**config.mk**
```make
export PLATFORM = sky130hd
export DESIGN_NAME = ifstage_prefetch
export DESIGN_NICKNAME = d
export VERILOG_FILES = /design/src/rtl/ifstage_pkg.sv /design/src/rtl/ifstage_prefetch_fifo.sv /design/src/rtl/ifstage_prefetch.sv
export SDC_FILE = /design/constraint.sdc
export NUM_CORES = 1
export LEC_CHECK = 0
export CAP_MARGIN = 40
export CORE_ASPECT_RATIO = 1.2
export CORE_MARGIN = 5
export CORE_UTILIZATION = 40
export CTS_CLUSTER_SIZE = 20
export DETAILED_ROUTE_END_ITERATION = 12
export GPL_ROUTABILITY_DRIVEN = 0
export GPL_TIMING_DRIVEN = 0
export PLACE_DENSITY_LB_ADDON = 0.3
export REMOVE_ABC_BUFFERS = 1
export SYNTH_ARGS = -nofsm -noshare
export SYNTH_HDL_FRONTEND = slang
export SYNTH_SLANG_ARGS = --single-unit
```
**constraint.sdc**
```tcl
create_clock -name Clk -period 2.6 [get_ports Clk]
set_input_delay 0.65 -clock Clk [delete_from_list [all_inputs] [get_ports Clk]]
set_output_delay 0.65 -clock Clk [all_outputs]
set_load 0.005 [all_outputs]
```
**src/rtl/ifstage_pkg.sv**
```systemverilog
// ifstage_pkg
//   Shared definitions for the instruction-fetch prefetch stage: default
//   parameter values and the field widths of one prefetch-buffer entry
//   (fetch address + instruction word).
package ifstage_pkg;

   localparam int unsigned ADDR_W_DEF   = 32;
   localparam int unsigned DATA_W_DEF   = 32;
   localparam int unsigned DEPTH_DEF    = 4;
   localparam logic [31:0] RESET_PC_DEF = 32'h0000_0000;
   localparam int unsigned PC_STEP_DEF  = 4;

   // Field widths of a buffer entry at the default configuration.
   localparam int unsigned ENTRY_PC_W    = ADDR_W_DEF;
   localparam int unsigned ENTRY_INSTR_W = DATA_W_DEF;

endpackage

```
**src/rtl/ifstage_prefetch_fifo.sv**
```systemverilog
// fetch_fifo
//   Prefetch buffer holding {PC, instruction} entries in arrival order.
//   Ports:
//     clk, rst_n          clock, asynchronous active-low reset
//     flush               discard every entry (wins over push/pop)
//     push, push_pc,
//     push_instr          write one entry at the tail
//     pop                 remove the head entry (ignored when empty)
//     head_pc, head_instr head entry, forced to zero when empty
//     full, empty, count  occupancy status
module fetch_fifo
   import ifstage_pkg::*;
#(
   parameter int unsigned DEPTH   = DEPTH_DEF,
   parameter int unsigned PC_W    = ENTRY_PC_W,
   parameter int unsigned INSTR_W = ENTRY_INSTR_W
) (
   input  logic                     clk,
   input  logic                     rst_n,
   input  logic                     flush,
   input  logic                     push,
   input  logic [PC_W-1:0]          push_pc,
   input  logic [INSTR_W-1:0]       push_instr,
   input  logic                     pop,
   output logic [PC_W-1:0]          head_pc,
   output logic [INSTR_W-1:0]       head_instr,
   output logic                     full,
   output logic                     empty,
   output logic [$clog2(DEPTH):0]   count
);

   localparam int unsigned PTR_W = $clog2(DEPTH);
   localparam int unsigned CNT_W = PTR_W + 1;

   logic [PC_W-1:0]    mem_pc    [DEPTH];
   logic [INSTR_W-1:0] mem_instr [DEPTH];
   logic [PTR_W-1:0]   wr_ptr;
   logic [PTR_W-1:0]   rd_ptr;
   logic               wr_en;
   logic               rd_en;

   assign empty = (count == '0);
   assign full  = (count == CNT_W'(DEPTH));
   assign rd_en = pop & ~empty;
   // A full buffer still accepts a write when the head leaves the same cycle.
   assign wr_en = push & ~flush & (~full | rd_en);

   // NOTE: state registers use non-blocking assignments so every register
   // samples pre-edge values regardless of statement order.
   always_ff @(posedge clk or negedge rst_n) begin
      if (!rst_n) begin
         wr_ptr <= '0;
         rd_ptr <= '0;
         count  <= '0;
      end else if (flush) begin
         wr_ptr <= '0;
         rd_ptr <= '0;
         count  <= '0;
      end else begin
         if (wr_en) wr_ptr <= wr_ptr + PTR_W'(1);
         if (rd_en) rd_ptr <= rd_ptr + PTR_W'(1);
         count <= count + CNT_W'(wr_en) - CNT_W'(rd_en);
      end
   end

   // NOTE: the storage array has no reset; entries are only ever read when
   // count marks them valid, so resetting them would add logic for nothing.
   always_ff @(posedge clk) begin
      if (wr_en) begin
         mem_pc[wr_ptr]    <= push_pc;
         mem_instr[wr_ptr] <= push_instr;
      end
   end

   // Zero the head when empty so stale storage never reaches the outputs.
   assign head_pc    = empty ? '0 : mem_pc[rd_ptr];
   assign head_instr = empty ? '0 : mem_instr[rd_ptr];

endmodule

```
**src/rtl/ifstage_prefetch.sv**
```systemverilog
// ifstage_prefetch
//   Instruction-fetch stage with a small prefetch buffer. Issues sequential
//   reads to an instruction memory with one-cycle read latency, buffers the
//   returned words with their PCs, and presents them to a valid/ready
//   consumer. A redirect flushes the buffer and restarts fetch at a new PC.
//   Ports:
//     Clk, Reset          clock, asynchronous active-low reset
//     PC_Immed, PC_sel    redirect target and redirect request
//     PC_LdEn             fetch enable (gates new requests only)
//     Imem_Req, Imem_Addr read request to instruction memory
//     Imem_Rdata          read data, one cycle after the request
//     Instr, Instr_PC,
//     Instr_Valid         head-of-buffer instruction to the consumer
//     Instr_Ready         consumer accepts the head entry
module ifstage_prefetch
   import ifstage_pkg::*;
#(
   parameter int unsigned            ADDR_W   = ADDR_W_DEF,
   parameter int unsigned            DATA_W   = DATA_W_DEF,
   parameter int unsigned            DEPTH    = DEPTH_DEF,
   parameter logic [ADDR_W-1:0]      RESET_PC = ADDR_W'(RESET_PC_DEF),
   parameter int unsigned            PC_STEP  = PC_STEP_DEF
) (
   input  logic              Clk,
   input  logic              Reset,
   input  logic [ADDR_W-1:0] PC_Immed,
   input  logic              PC_sel,
   input  logic              PC_LdEn,
   output logic              Imem_Req,
   output logic [ADDR_W-1:0] Imem_Addr,
   input  logic [DATA_W-1:0] Imem_Rdata,
   output logic [DATA_W-1:0] Instr,
   output logic [ADDR_W-1:0] Instr_PC,
   output logic              Instr_Valid,
   input  logic              Instr_Ready
);

   localparam int unsigned       CNT_W      = $clog2(DEPTH) + 1;
   localparam logic [CNT_W:0]    OCC_LIMIT  = (CNT_W + 1)'(DEPTH);
   localparam logic [ADDR_W-1:0] STEP       = ADDR_W'(PC_STEP);
   // Clears the low log2(PC_STEP) bits of a redirect target.
   localparam logic [ADDR_W-1:0] ALIGN_MASK = ~ADDR_W'(PC_STEP - 1);

   logic [ADDR_W-1:0] fetch_pc;
   logic [ADDR_W-1:0] req_pc;     // PC of the request whose data arrives now
   logic              inflight;   // a response is on Imem_Rdata this cycle
   logic [CNT_W-1:0]  count;
   logic              full;
   logic              empty;
   logic [CNT_W:0]    occupancy;
   logic              issue;
   logic              push;

   // Credit covers both buffered entries and the response still in flight,
   // so a response always has a free slot when it lands.
   assign occupancy = {1'b0, count} + {{CNT_W{1'b0}}, inflight};

   // Reset appears here so the request drops the instant Reset falls; a
   // redirect cycle issues nothing because the target is loaded at its end.
   assign issue     = Reset & PC_LdEn & ~PC_sel & ~full & (occupancy < OCC_LIMIT);
   assign Imem_Req  = issue;
   assign Imem_Addr = fetch_pc;

   // A response landing in a redirect cycle belongs to the old stream.
   assign push = inflight & ~PC_sel;

   always_ff @(posedge Clk or negedge Reset) begin
      if (!Reset) begin
         fetch_pc <= RESET_PC;
         req_pc   <= '0;
         inflight <= 1'b0;
      end else begin
         inflight <= issue;
         if (issue) req_pc <= fetch_pc;
         if (PC_sel)     fetch_pc <= PC_Immed & ALIGN_MASK;
         else if (issue) fetch_pc <= fetch_pc + STEP;
      end
   end

   fetch_fifo #(
      .DEPTH   (DEPTH),
      .PC_W    (ADDR_W),
      .INSTR_W (DATA_W)
   ) u_fifo (
      .clk        (Clk),
      .rst_n      (Reset),
      .flush      (PC_sel),
      .push       (push),
      .push_pc    (req_pc),
      .push_instr (Imem_Rdata),
      .pop        (Instr_Ready),
      .head_pc    (Instr_PC),
      .head_instr (Instr),
      .full       (full),
      .empty      (empty),
      .count      (count)
   );

   assign Instr_Valid = ~empty;

endmodule

```
==> impl_metrics.ini <==
[status]
status = complete, but fails checks
violations = negative setup slack

[global_route]
grt_antenna_before_repair = 0
grt_pass1_wl_mm = 45.9
grt_pass1_vias = 7559
grt_max_degree = 54
grt-ovfl-total = 0
grt_usage_pct = 16.8

[placed_design]
port_buffers = 160
dpl.hpwl_mm = 16.6

[worst_setup_path]
crit_top_cell = buf_16
path_class = flop to output port
worst_path_max_delay_cell = dfrtp_4
rrSetupSlack_ns = 0.05
startpoint_type = flop
crit_path_max_incr_delay_ns = 0.52
rr_worst_depth = 11
required_ns = 1.95
cp-end-kind = output port
reg2reg_from = u_fifo.count[2]
path_max_fanout = 6
r2r_end = u_fifo.count[2]
critical_path_arrival_ns = 2.20
crit_chain = buf_16 > buf_12 > buf_16 > mux4_2 > and2_4 > buf_6

[sta]
fin_skew_ns = 0.0142
whs_ns = 0.0891
fmax_mhz = 351
layout_min_cycle_time_ns = 2.85
worst_slack_ns = -0.252
final_hold_viol_count = 0
relSlewSlack_pct = 41.1
setup_violations = 63
worst_pin_slew_ns = 0.880
maxSlewViolCount = 0
period_share_pct = 110
rsz0062_at_grt = yes

[clock_network]
path_clk_slew_ns = 0.06
clk_latency_ns = 0.55
root_buffer = clkbuf_16
clockBufferDepth = 3
cts_max_level = 1
cts_made_buffers = 30
cts_tree = built
clkSinkCount = 316

[synthesis]
synth_edf_count = 248
async_reset_ff_share_pct = 21.5
synth_area_per_cell_sq_um = 18.1
synth-seq-cells = 316
syn_area_sq_um = 12800
synthFlopType = edfxtp_1
yosysWarnings = 0
ys_types = 48
synthCells = 704
ys_seq_area_share_pct = 71.6

[floorplan]
dieArea_sq_um = 35600
rows = 71
io_pins = 167
die_w_um = 173
start_util_pct = 40.6
die_h_um = 206
core-area_sq_um = 31400

[pwr]
power_frac_seq_pct = 39.4
p_sw_w = 0.00425
ir_worst_vdd_uv = 397
pwr-share-clk_pct = 25.1
p_per_area_nw_per_um2 = 947
leakage_nw = 6.02
total_power_w = 0.0162
pwr-share-comb_pct = 35.4
internal-power_w = 0.0119
swShare_pct = 26.3

[final_layout]
synthToLayoutAreaGrowth_pct = 33.8
diodes = 0
nets = 1016
drive_gt1_share_pct = 37.9
mostFrequentLayoutCells = edfxtp_1, clkdlybuf4s50_1, buf_6, dfrtp_1, mux4_2
final_common_cell = edfxtp_1

[detailed_routing]
avgRoutedWirePerCell_um = 21.8
drc = 0
routed_wirelength_mm = 29.7
route.antenna.remaining_nets = 0
via_per_inst = 5.19
drtIter0Drc = 380
dr.pass1.iters = 4
via_count = 7079

[job]
maxCapViolCount = 0

[min_path]
hold_path_class = input port to async pin
[metrics by stage]
| stage | cells | utilization, % | TNS (ns) | setup WS, ns | cell area (sq um) |
|---|---|---|---|---|---|
| 2_1_floorplan | 670 | - | -168.79 | -1.39 | 12600 |
| 3_3_place_gp | 1231 | 46.8 | -1470.96 | -5.54 | 14700 |
| 3_5_place_dp | 1244 | 47.9 | -66.48 | -0.699 | 15000 |
| 4_1_cts | 1357 | 53.5 | -14.40 | -0.305 | 16800 |
| 5_1_grt | 1363 | 54.4 | -16.09 | -0.328 | 17100 |
| 6_report | 1363 | 54.4 | -11.59 | -0.252 | 17100 |
[registers in the layout, indices dropped and copies added (netlist names)]
signal,count
u_fifo.mem_instr,128
u_fifo.mem_pc,120
Imem_Addr,30
req_pc,30
u_fifo.count,3
u_fifo.rd_ptr,2
u_fifo.wr_ptr,2
inflight,1
[critical path, delay by kind of cell, from the launching register on]
| family | cells | cell delay [ns] |
|---|---|---|
| buf+inv | 4 | 0.55 |
| flops | 1 | 0.52 |
| mux | 1 | 0.41 |
| simple gates | 1 | 0.17 |
[layer usage]
layer,vias up,track usage (%),wire [um]
li1,3215,-,-
met1,3643,22.2,12400
met2,184,29.7,15500
met3,37,2.83,1300
met4,0,3.36,502
met5,-,0,0
[area by class of cell]
| type | instances | area, sq um |
|---|---|---|
| fillers | 2563 | 14300 |
| well taps | 401 | 502 |
| clock inverters | 17 | 116 |
| flip-flops and latches | 316 | 9160 |
| repair buffers | 235 | 2820 |
| inverters | 8 | 30.0 |
| multi-input cells | 347 | 3670 |
| clock buffers | 39 | 806 |
[repair_timing]
| item | CTS | global route |
|---|---|---|
| endpoints found under the hold margin | 18 | 0 |
| pin swaps | 59 | 8 |
| resized for setup | 376 | 43 |
| endpoints found under the setup margin | 91 | 65 |
| hold buffers | 1 | 0 |
| gates cloned | 11 | 2 |
| setup buffers | 47 | 4 |
[power groups by stage]
stage          sequential [W]  combinational [W]  clock (W)
6_report              0.00638            0.00573    0.00407
4_1_cts               0.00637            0.00530    0.00420
3_3_place_gp          0.00675            0.00313          0
3_5_place_dp          0.00653            0.00365          0
2_1_floorplan         0.00656            0.00160          0
5_1_grt               0.00643            0.00613    0.00444
[logic make-up after synthesis]
family	Yosys count	synth area share, %
DFF	316	71.6
other	1	0.0293
buffers and inverters	45	1.55
AOI/OAI and AO/OA	28	1.39
adders and majority gates	9	0.940
xor gates and xnor gates	30	2.06
and+or+nand+nor	172	7.92
muxes	103	14.5
[worst max-delay path by stage]
stage	startpoint	to	slack (ns)	cells past startpoint
floorplan	u_fifo.rd_ptr[0]	Instr[0]	-1.39	2
global placement	Reset	Imem_Req	-5.54	4
detailed placement	Reset	Imem_Req	-0.70	5
CTS	u_fifo.rd_ptr[0]	Instr_PC[19]	-0.31	6
global route	u_fifo.rd_ptr[0]	Instr[17]	-0.33	6
finish	u_fifo.rd_ptr[0]	Instr[17]	-0.25	6
[synthesized netlist by cell type, types with 2 or more instances]
master	number	area (sq um)
and2_1	68	425
and3_1	2	12.5
and4_1	4	35.0
buf_1	2	7.51
buf_2	11	55.1
buf_4	4	30.0
clkbuf_1	20	75.1
dfrtp_1	68	1700
edfxtp_1	248	7450
ha_1	8	100
inv_1	8	30.0
mux2_2	37	417
mux2i_1	3	30.0
mux4_2	62	1400
nand2_1	31	116
nand2b_1	2	12.5
nand3_1	8	40.0
nand3_2	2	20.0
nand4_1	15	93.8
nor2_1	11	41.3
nor2b_1	2	12.5
nor3_1	7	35.0
nor4_1	6	37.5
nor4b_1	2	17.5
o21a_1	2	15.0
o21ai_0	18	90.1
o31a_1	2	17.5
or4_1	3	22.5
xnor2_1	22	193
xor2_1	8	70.1
(Power assumes the default switching activity.)
